==> src/rtl/vga_rx.sv <==
`timescale 1ns/1ps
// VGA timing receiver: checks h/v sync against nominal timing, locks after one
// clean frame, and emits pixel coordinates plus colour for the visible area.
//
// state  | meaning
// SEARCH | no timing reference; errors ignored, wait for v leading edge
// CHECK  | observing one full frame; any error restarts the observation
// LOCKED | timing trusted; pixels emitted, first error drops back to SEARCH
module vga_rx #(
    parameter int   H_DISP   = 800,
    parameter int   H_SYNC   = 128,
    parameter int   H_BACK   = 88,
    parameter int   H_TOTAL  = 1056,
    parameter int   V_DISP   = 600,
    parameter int   V_SYNC   = 4,
    parameter int   V_BACK   = 23,
    parameter int   V_TOTAL  = 628,
    parameter logic SYNC_POL = 1'b1,
    parameter int   C_DEPTH  = 4
) (
    input  logic                 clk,
    input  logic                 rst,
    input  logic                 h_sync_i,
    input  logic                 v_sync_i,
    input  logic [C_DEPTH-1:0]   vga_r_i,
    input  logic [C_DEPTH-1:0]   vga_g_i,
    input  logic [C_DEPTH-1:0]   vga_b_i,
    output logic                 pix_valid_o,
    output logic [10:0]          x_o,
    output logic [9:0]           y_o,
    output logic [3*C_DEPTH-1:0] rgb_o,
    output logic                 sof_o,
    output logic                 locked_o,
    output logic                 err_o,
    output logic [15:0]          frame_cnt_o,
    output logic [7:0]           err_cnt_o
);

    localparam int HW = $clog2(H_TOTAL + 1) + 1;
    localparam int VW = $clog2(V_TOTAL + 1) + 1;

    localparam logic [HW-1:0] H_TOT = HW'(H_TOTAL);
    localparam logic [HW-1:0] H_SYN = HW'(H_SYNC);
    localparam logic [HW-1:0] H_BEG = HW'(H_SYNC + H_BACK);
    localparam logic [HW-1:0] H_END = HW'(H_SYNC + H_BACK + H_DISP);
    localparam logic [VW-1:0] V_TOT = VW'(V_TOTAL);
    localparam logic [VW-1:0] V_SYN = VW'(V_SYNC);
    localparam logic [VW-1:0] V_BEG = VW'(V_SYNC + V_BACK);
    localparam logic [VW-1:0] V_END = VW'(V_SYNC + V_BACK + V_DISP);

    typedef enum logic [1:0] {
        SEARCH = 2'd0,
        CHECK  = 2'd1,
        LOCKED = 2'd2
    } state_t;

    state_t               state;
    state_t               state_nxt;
    logic                 err_hist;
    logic                 err_hist_nxt;
    logic                 h_prev;
    logic                 v_prev;
    logic [HW-1:0]        h_q;
    logic [HW-1:0]        h_cur;
    logic [VW-1:0]        v_q;
    logic [VW-1:0]        v_cur;
    logic                 h_act;
    logic                 v_act;
    logic                 h_lead;
    logic                 h_trail;
    logic                 v_lead;
    logic                 v_trail;
    logic                 line_err;
    logic                 frame_err;
    logic                 err_any;
    logic                 visible;
    logic                 pix_d;
    logic                 sof_d;
    logic                 err_d;
    logic [10:0]          x_d;
    logic [9:0]           y_d;
    logic [3*C_DEPTH-1:0] rgb_d;

    assign h_act   = (h_sync_i == SYNC_POL);
    assign v_act   = (v_sync_i == SYNC_POL);
    assign h_lead  = h_act & ~h_prev;
    assign h_trail = ~h_act & h_prev;
    assign v_lead  = v_act & ~v_prev;
    assign v_trail = ~v_act & v_prev;

    // h_cur / v_cur are the counts for the current cycle; h_q / v_q hold the previous cycle's
    always_comb begin
        h_cur = h_q;
        if (h_lead)
            h_cur = '0;
        else if (h_q != H_TOT)
            h_cur = h_q + 1'b1;
    end

    always_comb begin
        v_cur = v_q;
        if (v_lead)
            v_cur = '0;
        else if (h_lead && (v_q != V_TOT))
            v_cur = v_q + 1'b1;
    end

    assign line_err  = (h_lead && ((h_q + 1'b1) != H_TOT))
                     || ((h_cur == H_TOT) && (h_q != H_TOT))
                     || (h_trail && (h_cur != H_SYN));
    assign frame_err = (v_lead && ((v_q + 1'b1) != V_TOT))
                     || ((v_cur == V_TOT) && (v_q != V_TOT))
                     || (v_trail && (v_cur != V_SYN));
    assign err_any   = line_err | frame_err;

    always_ff @(posedge clk or negedge rst) begin
        if (!rst) begin
            h_prev <= 1'b0;
            v_prev <= 1'b0;
            h_q    <= '0;
            v_q    <= '0;
        end else begin
            h_prev <= h_act;
            v_prev <= v_act;
            h_q    <= h_cur;
            v_q    <= v_cur;
        end
    end

    always_ff @(posedge clk or negedge rst) begin
        if (!rst) begin
            state    <= SEARCH;
            err_hist <= 1'b0;
        end else begin
            state    <= state_nxt;
            err_hist <= err_hist_nxt;
        end
    end

    always_comb begin
        state_nxt    = state;
        err_hist_nxt = 1'b0;
        case (state)
            SEARCH: begin
                if (v_lead)
                    state_nxt = CHECK;
            end
            CHECK: begin
                err_hist_nxt = err_hist | err_any;
                if (v_lead) begin
                    state_nxt    = (err_hist || err_any) ? CHECK : LOCKED;
                    err_hist_nxt = 1'b0;
                end
            end
            LOCKED: begin
                if (err_any)
                    state_nxt = SEARCH;
            end
            default: state_nxt = SEARCH;
        endcase
    end

    always_comb begin
        visible = (h_cur >= H_BEG) && (h_cur < H_END) && (v_cur >= V_BEG) && (v_cur < V_END);
        pix_d   = visible && (state == LOCKED) && !err_any;
        sof_d   = pix_d && (h_cur == H_BEG) && (v_cur == V_BEG);
        err_d   = (state == LOCKED) && err_any;
        x_d     = '0;
        y_d     = '0;
        rgb_d   = '0;
        if (pix_d) begin
            x_d   = 11'(h_cur - H_BEG);
            y_d   = 10'(v_cur - V_BEG);
            rgb_d = {vga_r_i, vga_g_i, vga_b_i};
        end
    end

    always_ff @(posedge clk or negedge rst) begin
        if (!rst) begin
            pix_valid_o <= 1'b0;
            x_o         <= '0;
            y_o         <= '0;
            rgb_o       <= '0;
            sof_o       <= 1'b0;
            locked_o    <= 1'b0;
            err_o       <= 1'b0;
            frame_cnt_o <= '0;
            err_cnt_o   <= '0;
        end else begin
            pix_valid_o <= pix_d;
            x_o         <= x_d;
            y_o         <= y_d;
            rgb_o       <= rgb_d;
            sof_o       <= sof_d;
            locked_o    <= (state_nxt == LOCKED);
            err_o       <= err_d;
            if (sof_d)
                frame_cnt_o <= frame_cnt_o + 16'd1;
            if (err_d && (err_cnt_o != 8'hFF))
                err_cnt_o <= err_cnt_o + 8'd1;
        end
    end

endmodule

==> config.mk <==
export PLATFORM = sky130hd
export DESIGN_NAME = vga_rx
export DESIGN_NICKNAME = d
export VERILOG_FILES = /design/src/rtl/vga_rx.sv
export SDC_FILE = /design/constraint.sdc
export NUM_CORES = 1
export LEC_CHECK = 0
export CAP_MARGIN = 20
export CORE_ASPECT_RATIO = 0.75
export CORE_MARGIN = 2
export CORE_UTILIZATION = 55
export CTS_CLUSTER_SIZE = 40
export DETAILED_ROUTE_END_ITERATION = 7
export GPL_TIMING_DRIVEN = 0
export PLACE_DENSITY = 0.82
export SETUP_SLACK_MARGIN = 0.3
export SLEW_MARGIN = 20
export SYNTH_ARGS = -nofsm -noshare
export SYNTH_HDL_FRONTEND = slang
export SYNTH_SLANG_ARGS = --single-unit
export TNS_END_PERCENT = 1
==> constraint.sdc <==
create_clock -name clk -period 3.87 [get_ports clk]
set_input_delay 0.5805 -clock clk [delete_from_list [all_inputs] [get_ports clk]]
set_output_delay 0.5805 -clock clk [all_outputs]
set_load 0.01 [all_outputs]
==> flow_summary.yaml, run 1 <==
status:
  outcome: "complete, no violations"
floorplan:
  dieArea_um2: 10200
  core_um2: 9080
  num_rows: 30
  die_w_um: 116
  chipHeight_um: 88.1
  io_pins: 77
  start_util_pct: 57.0
cts:
  ctsHoldBuffers: 0
  numCtsBuffers: 9
  cts_buffer_depth: 2
  clock_latency_ns: 0.34
  htreeDepth: 3
  cts.sinks: 89
  clkSlewWorstSetupHoldPaths_ns: 0.06
  cts_root_buf: "clkbuf_16"
  cts_tree: "done"
critical_path:
  r2r-end: "frame_cnt_o[6]$_DFFE_PN0P_"
  r2r_slack_ns: 0.31
  crit_buf_inv: 2
  critPathRequiredTime_ns: 4.12
  crit_fanout: 10
  cpLargestDelayFamily: "simple AND/OR/NAND/NOR gates"
  cp-start-kind: "flip-flop"
  ff2ff_path_depth: 15
  path_class: "reg -> reg"
  cp.arrival_ns: 3.81
  crit_path_start: "v_q[7]$_DFF_PN0_"
  critical_path.max_stage_delay_ns: 0.56
  r2r-start: "v_q[7]$_DFF_PN0_"
  path_cells: "or4b_4, o31a_1, nor2_1, a21oi_1, or2_2, inv_2, ha_4, nand2_1, a21oi_2, nand4_1, nor4_4, nand4_4, buf_8, nor3_2, xor2_1"
  endpoint_kind: "flip-flop"
  cp_slowest_cell: "or4b_4"
sta:
  tightest_slew_ns: 0.794
  hold_slack_ns: 0.187
  hold_viol: 0
  max_freq_ghz: 0.281
  setup_viol: 0
  timing.setup.tns_ns: 0
  drv_slew: 0
  fin_crit_ns: 3.56
  relSlewSlack_pct: 46.5
  skew_ns: 0.00871
  period_share_pct: 92.0
  grt_setup_unrepaired: "true"
yosys:
  synthFlopType: "dfrtp_1"
  async_flop_share_pct: 100
  syn_nets: 524
  synth_top_cell_by_area: "dfrtp_1"
  synth_edf_count: 0
  ys_seq_area_share_pct: 43.0
  synth.top_cell.area_share_pct: 43.0
  synth-seq-cells: 89
  synth_area_um2: 5180
  synthCells: 499
  syn_area_per_cell_um2: 10.4
  synth_commonest_cells: "dfrtp_1 (89), nor2_1 (34), nand3_1 (29)"
  synth_area_leaders: "dfrtp_1 (43%), xor2_1 (4.7%), nor3b_2 (3.6%)"
  synth.distinct_cells: 76
  yosys_warnings: 0
  yosysMostFrequentCell: "dfrtp_1"
power:
  switchingPower_uw: 641
  switching_share_pct: 26.9
  vdd.ir_drop.worst_mv: 0.275
  pwr_density_cell_nw_per_um2: 361
  seqPwrFrac_pct: 42.6
  clockPowerShare_pct: 40.4
  p_comb_share_pct: 17.0
  leakage_nw: 2.88
  internal-power_mw: 1.74
detailed_routing:
  firstDrtPassIters: 5
  drtIter0Drc: 337
  wirelength_um: 13100
  num_vias: 4345
  drt-vias-per-instance: 5.95
  avgRoutedWirePerCell_um: 17.9
  drc: 0
  antenna_left: 0
global_routing:
  grt_use_total_pct: 26.1
  antenna_found_initial: 0
  grt_pass1_wl_um: 20700
  grt_pass1_vias: 4079
  grt.overflow.total: 0
  grt_max_degree: 58
final_layout:
  fillCellCount: 652
  drive_gt1_share_pct: 19.9
  nets: 622
  fin_area_um2: 6610
  area_growth_pct: 27.5
  diodes: 0
placed_design:
  place_hpwl_um: 9190
  io_buffers: 76
  finalWeightedCongestion: 0.929
  dpl-instance-area_um2: 6130
min_path:
  min-delay-path-class: "in -> async"
job:
  maxCapViolations: 0
==> stage by stage <==
step / utilization [%] / power (mW) / std cells / setup WS [ns]
after detailed placement: 67.5 / 1.42 / 704 / -0.395
after floorplan: - / 1.28 / 499 / 0.414
after global placement: 67.2 / 1.40 / 703 / -0.942
after CTS: 72.0 / 2.39 / 725 / 0.291
after global routing: 72.7 / 2.48 / 730 / 0.214
final: 72.7 / 2.38 / 730 / 0.310
==> flip-flops by register name, summed over array words and instances, names as in the netlist <==
| register | flops |
|---|---|
| frame_cnt_o | 16 |
| h_q | 12 |
| rgb_o | 12 |
| v_q | 11 |
| x_o | 11 |
| y_o | 10 |
| err_cnt_o | 8 |
| state | 2 |
| err_hist | 1 |
| err_o | 1 |
| h_prev | 1 |
| locked_o | 1 |
| pix_valid_o | 1 |
| sof_o | 1 |
| v_prev | 1 |
==> power groups by stage <==
stage	logic [mW]	registers (mW)	clock network (mW)
final	0.404	1.02	0.964
after CTS	0.397	1.01	0.975
after global routing	0.448	1.02	1.01
after detailed placement	0.387	1.03	0
after global placement	0.372	1.03	0
after floorplan	0.259	1.03	0
==> timing repair <==
action	CTS	global route
setup endpoints to repair	49	40
gates resized for setup	10	6
pin swaps	3	6
buffers inserted	5	5
==> worst max path at each step <==
| stage | endpoint | slack (ns) | cells after the start |
|---|---|---|---|
| final | frame_cnt_o[6]$_DFFE_PN0P_ | 0.31 | 15 |
| after global routing | x_o[4]$_DFF_PN0_ | 0.21 | 10 |
| after CTS | frame_cnt_o[6]$_DFFE_PN0P_ | 0.29 | 15 |
| after detailed placement | frame_cnt_o[1]$_DFFE_PN0P_ | -0.39 | 15 |
| after global placement | x_o[10]$_DFF_PN0_ | -0.94 | 1 |
| after floorplan | frame_cnt_o[1]$_DFFE_PN0P_ | 0.41 | 14 |
==> kinds of logic after synthesis <==
kind of cell               Yosys count  synth area share, %
and+or+nand+nor                    228                 30.3
DFF                                 89                 43.0
AOI/OAI and AO/OA                   73                 10.8
other                                1               0.0724
adders and majority gates            9                 2.17
muxes                                5                 1.01
xor gates and xnor gates            47                 7.95
buffers and inverters               47                 4.71
==> cell type report <==
class / instances / area, um2 / share of cell area [%]
clock inverter: 4 / 75.1 / 1.14
timing repair buffer: 87 / 872 / 13.2
multi-input combinational: 363 / 2760 / 41.8
inverter: 18 / 67.6 / 1.02
sequential: 89 / 2230 / 33.8
tap: 128 / 160 / 2.42
clock buffer: 12 / 256 / 3.88
buffer: 29 / 183 / 2.76
==> per-layer routing <==
| metal | track usage [%] | up-vias | share of wire [%] |
|---|---|---|---|
| li1 | - | 2005 | - |
| met1 | 37.3 | 2146 | 45 |
| met2 | 40.5 | 175 | 47 |
| met3 | 5.12 | 19 | 7.0 |
| met4 | 8.33 | 0 | 1.5 |
| met5 | 0 | - | 0 |
==> cell usage in the layout, fill, tap and decap left out, drive strengths merged, types with 6 or more instances in the layout <==
cell type | Yosys | layout
a21oi | 19 | 19
and2 | 7 | 7
o21ai | 11 | 11
nand2 | 26 | 26
xnor2 | 19 | 19
ha | 9 | 9
dfrtp | 89 | 89
clkdlybuf4s50 | 0 | 74
nand3 | 31 | 31
and3 | 12 | 12
nor2b | 8 | 8
o31ai | 6 | 6
nor3 | 33 | 33
buf | 20 | 32
clkbuf | 9 | 21
xor2 | 28 | 28
nor2 | 34 | 34
nor4 | 10 | 10
nor3b | 17 | 17
nand4 | 14 | 14
inv | 18 | 18
Note: power is estimated with default switching activity, not from simulation.
==> inputs of run 2 (changes only) <==
Clock period 3.87 ns to 3.3 ns, I/O delays scaled along.
==> flow_summary.yaml, run 2 (synthesized netlist as in run 1, its figures left out) <==
sta:
  hold_slack_ns: 0.0758
  max_freq_ghz: 0.296
  skew_ns: 0.00964
  fin_crit_ns: 3.38
  setup_viol: 32
  drv_slew: 0
  worst_slack_ns: -0.0782
  tightest_slew_ns: 0.744
  grt_setup_unrepaired: "true"
  hold_viol: 0
  timing.setup.tns_ns: -1.23
  period_share_pct: 102
  relSlewSlack_pct: 49.9
detailed_routing:
  drt-vias-per-instance: 5.90
  num_vias: 4304
  drc: 0
  avgRoutedWirePerCell_um: 17.9
  firstDrtPassIters: 5
  wirelength_um: 13100
  drtIter0Drc: 339
  antenna_left: 0
critical_path:
  cpLargestDelayFamily: "simple AND/OR/NAND/NOR gates"
  path_class: "reg -> reg"
  crit_buf_inv: 3
  crit_fanout: 10
  ff2ff_path_depth: 14
  r2r-start: "v_q[3]$_DFF_PN0_"
  endpoint_kind: "flip-flop"
  critical_path.max_stage_delay_ns: 0.55
  r2r_slack_ns: -0.08
  cp.depth: 14
  cp-start-kind: "flip-flop"
  cp_slowest_cell: "or4b_4"
  cp.arrival_ns: 3.64
  path_cells: "or4b_4, o31a_1, xnor2_1, nor2_2, inv_1, ha_1, nand3_1, nor4b_2, a211o_1, nand4_1, buf_6, buf_6, nor3_1, a211oi_1"
  crit_path_frequent_cell: "buf_6"
  critPathRequiredTime_ns: 3.56
  r2r-end: "state[0]$_DFF_PN0_"
final_layout:
  final_cell_mix: "dfrtp_1 (87), clkdlybuf4s50_1 (74), nor2_1 (31), nand3_1 (29), xor2_1 (28)"
  reg_top3: "frame_cnt_o: 16 flops, h_q: 12 flops, rgb_o: 12 flops"
  drive_gt1_share_pct: 20.4
  layout_commonest_cell: "dfrtp_1"
  diodes: 0
  area_growth_pct: 27.0
  largest-register: "frame_cnt_o"
  largest_register_ff_count: 16
  final_cells: 730
  multi_input_area_um2: 2770
  fin_area_um2: 6580
  ff_latch_area_um2: 2230
  final_util_pct: 72.4
  nets: 622
  fillCellCount: 662
power:
  clockPowerShare_pct: 36.4
  seqPwrFrac_pct: 45.6
  internal-power_mw: 1.85
  switching_share_pct: 29.3
  pwr_density_cell_nw_per_um2: 398
  leakage_nw: 2.85
  vdd.ir_drop.worst_mv: 0.340
  switchingPower_uw: 768
  p_comb_share_pct: 18.0
  power_mw: 2.62
cts:
  cts.sinks: 89
  cts_root_buf: "clkbuf_16"
  clkSlewWorstSetupHoldPaths_ns: 0.07
  cts_tree: "done"
  clock_latency_ns: 0.35
  cts_buffer_depth: 2
  htreeDepth: 3
  numCtsBuffers: 9
floorplan:
  io_pins: 77
  start_util_pct: 57.0
  chipHeight_um: 88.1
  dieArea_um2: 10200
  core_um2: 9080
  num_rows: 30
  die_w_um: 116
placed_design:
  place_hpwl_um: 9000
  io_buffers: 76
  finalWeightedCongestion: 0.912
  dp.cells: 704
  dpl-instance-area_um2: 6160
  post-place-ws_ns: -0.743
job:
  maxCapViolations: 0
global_routing:
  grt_pass1_vias: 4256
  grt_pass1_wl_um: 21300
  grt_use_total_pct: 27.2
  grt_max_degree: 61
  antenna_found_initial: 0
  grt.overflow.total: 0
status:
  outcome: "complete, but fails checks"
  violations: "setup timing"
min_path:
  min-delay-path-class: "in -> async"
-- run 2: layout make-up --
cell class,count,share of cell area [%]
Buffer,29,2.97
Clock buffer,10,3.48
Clock inverter,6,0.647
Inverter,18,1.06
Multi-Input combinational cell,363,42.1
Sequential cell,89,33.9
Tap cell,128,2.43
Timing Repair Buffer,87,13.4
-- run 2: worst max path at each step --
stage,startpoint,endpoint
after global routing,v_q[3]$_DFF_PN0_,frame_cnt_o[1]$_DFFE_PN0P_
after global placement,rst,v_q[3]$_DFF_PN0_
final,v_q[3]$_DFF_PN0_,state[0]$_DFF_PN0_
after floorplan,v_q[3]$_DFF_PN0_,frame_cnt_o[1]$_DFFE_PN0P_
after detailed placement,h_sync_i,frame_cnt_o[13]$_DFFE_PN0P_
after CTS,v_q[3]$_DFF_PN0_,frame_cnt_o[1]$_DFFE_PN0P_
-- run 2: power by group through the flow --
stage / Clock, mW / Sequential [mW] / Combinational [mW]
after floorplan: 0 / 1.20 / 0.312
after global placement: 0 / 1.21 / 0.445
after detailed placement: 0 / 1.21 / 0.459
after CTS: 0.972 / 1.19 / 0.467
after global routing: 1.01 / 1.20 / 0.524
final: 0.953 / 1.19 / 0.471
-- run 2: routing by layer --
metal / global-route usage, % / vias to the layer above / wire length [um]
li1: - / 1999 / -
met2: 42.5 / 167 / 6020
met1: 36.3 / 2108 / 5840
met5: 0 / - / 0
met4: 11.0 / 0 / 323
met3: 7.54 / 30 / 869
-- run 2: worst register-to-register path: stages, from the launching register on --
cell and delay (ns):
dfrtp_2 0.42, or4b_4 0.55, o31a_1 0.37, xnor2_1 0.16, nor2_2 0.22, inv_1 0.07, ha_1 0.23, nand3_1 0.09
nor4b_2 0.05, a211o_1 0.31, nand4_1 0.12, buf_6 0.19, buf_6 0.18, nor3_1 0.07, a211oi_1 0.25
-- run 2: what timing repair did --
item / CTS / global route
hold buffers: 0 / 0
pin swaps: 10 / 2
setup endpoints to repair: 63 / 63
gates resized for setup: 15 / 3
buffers inserted: 9 / 0
cloned: 1 / 0
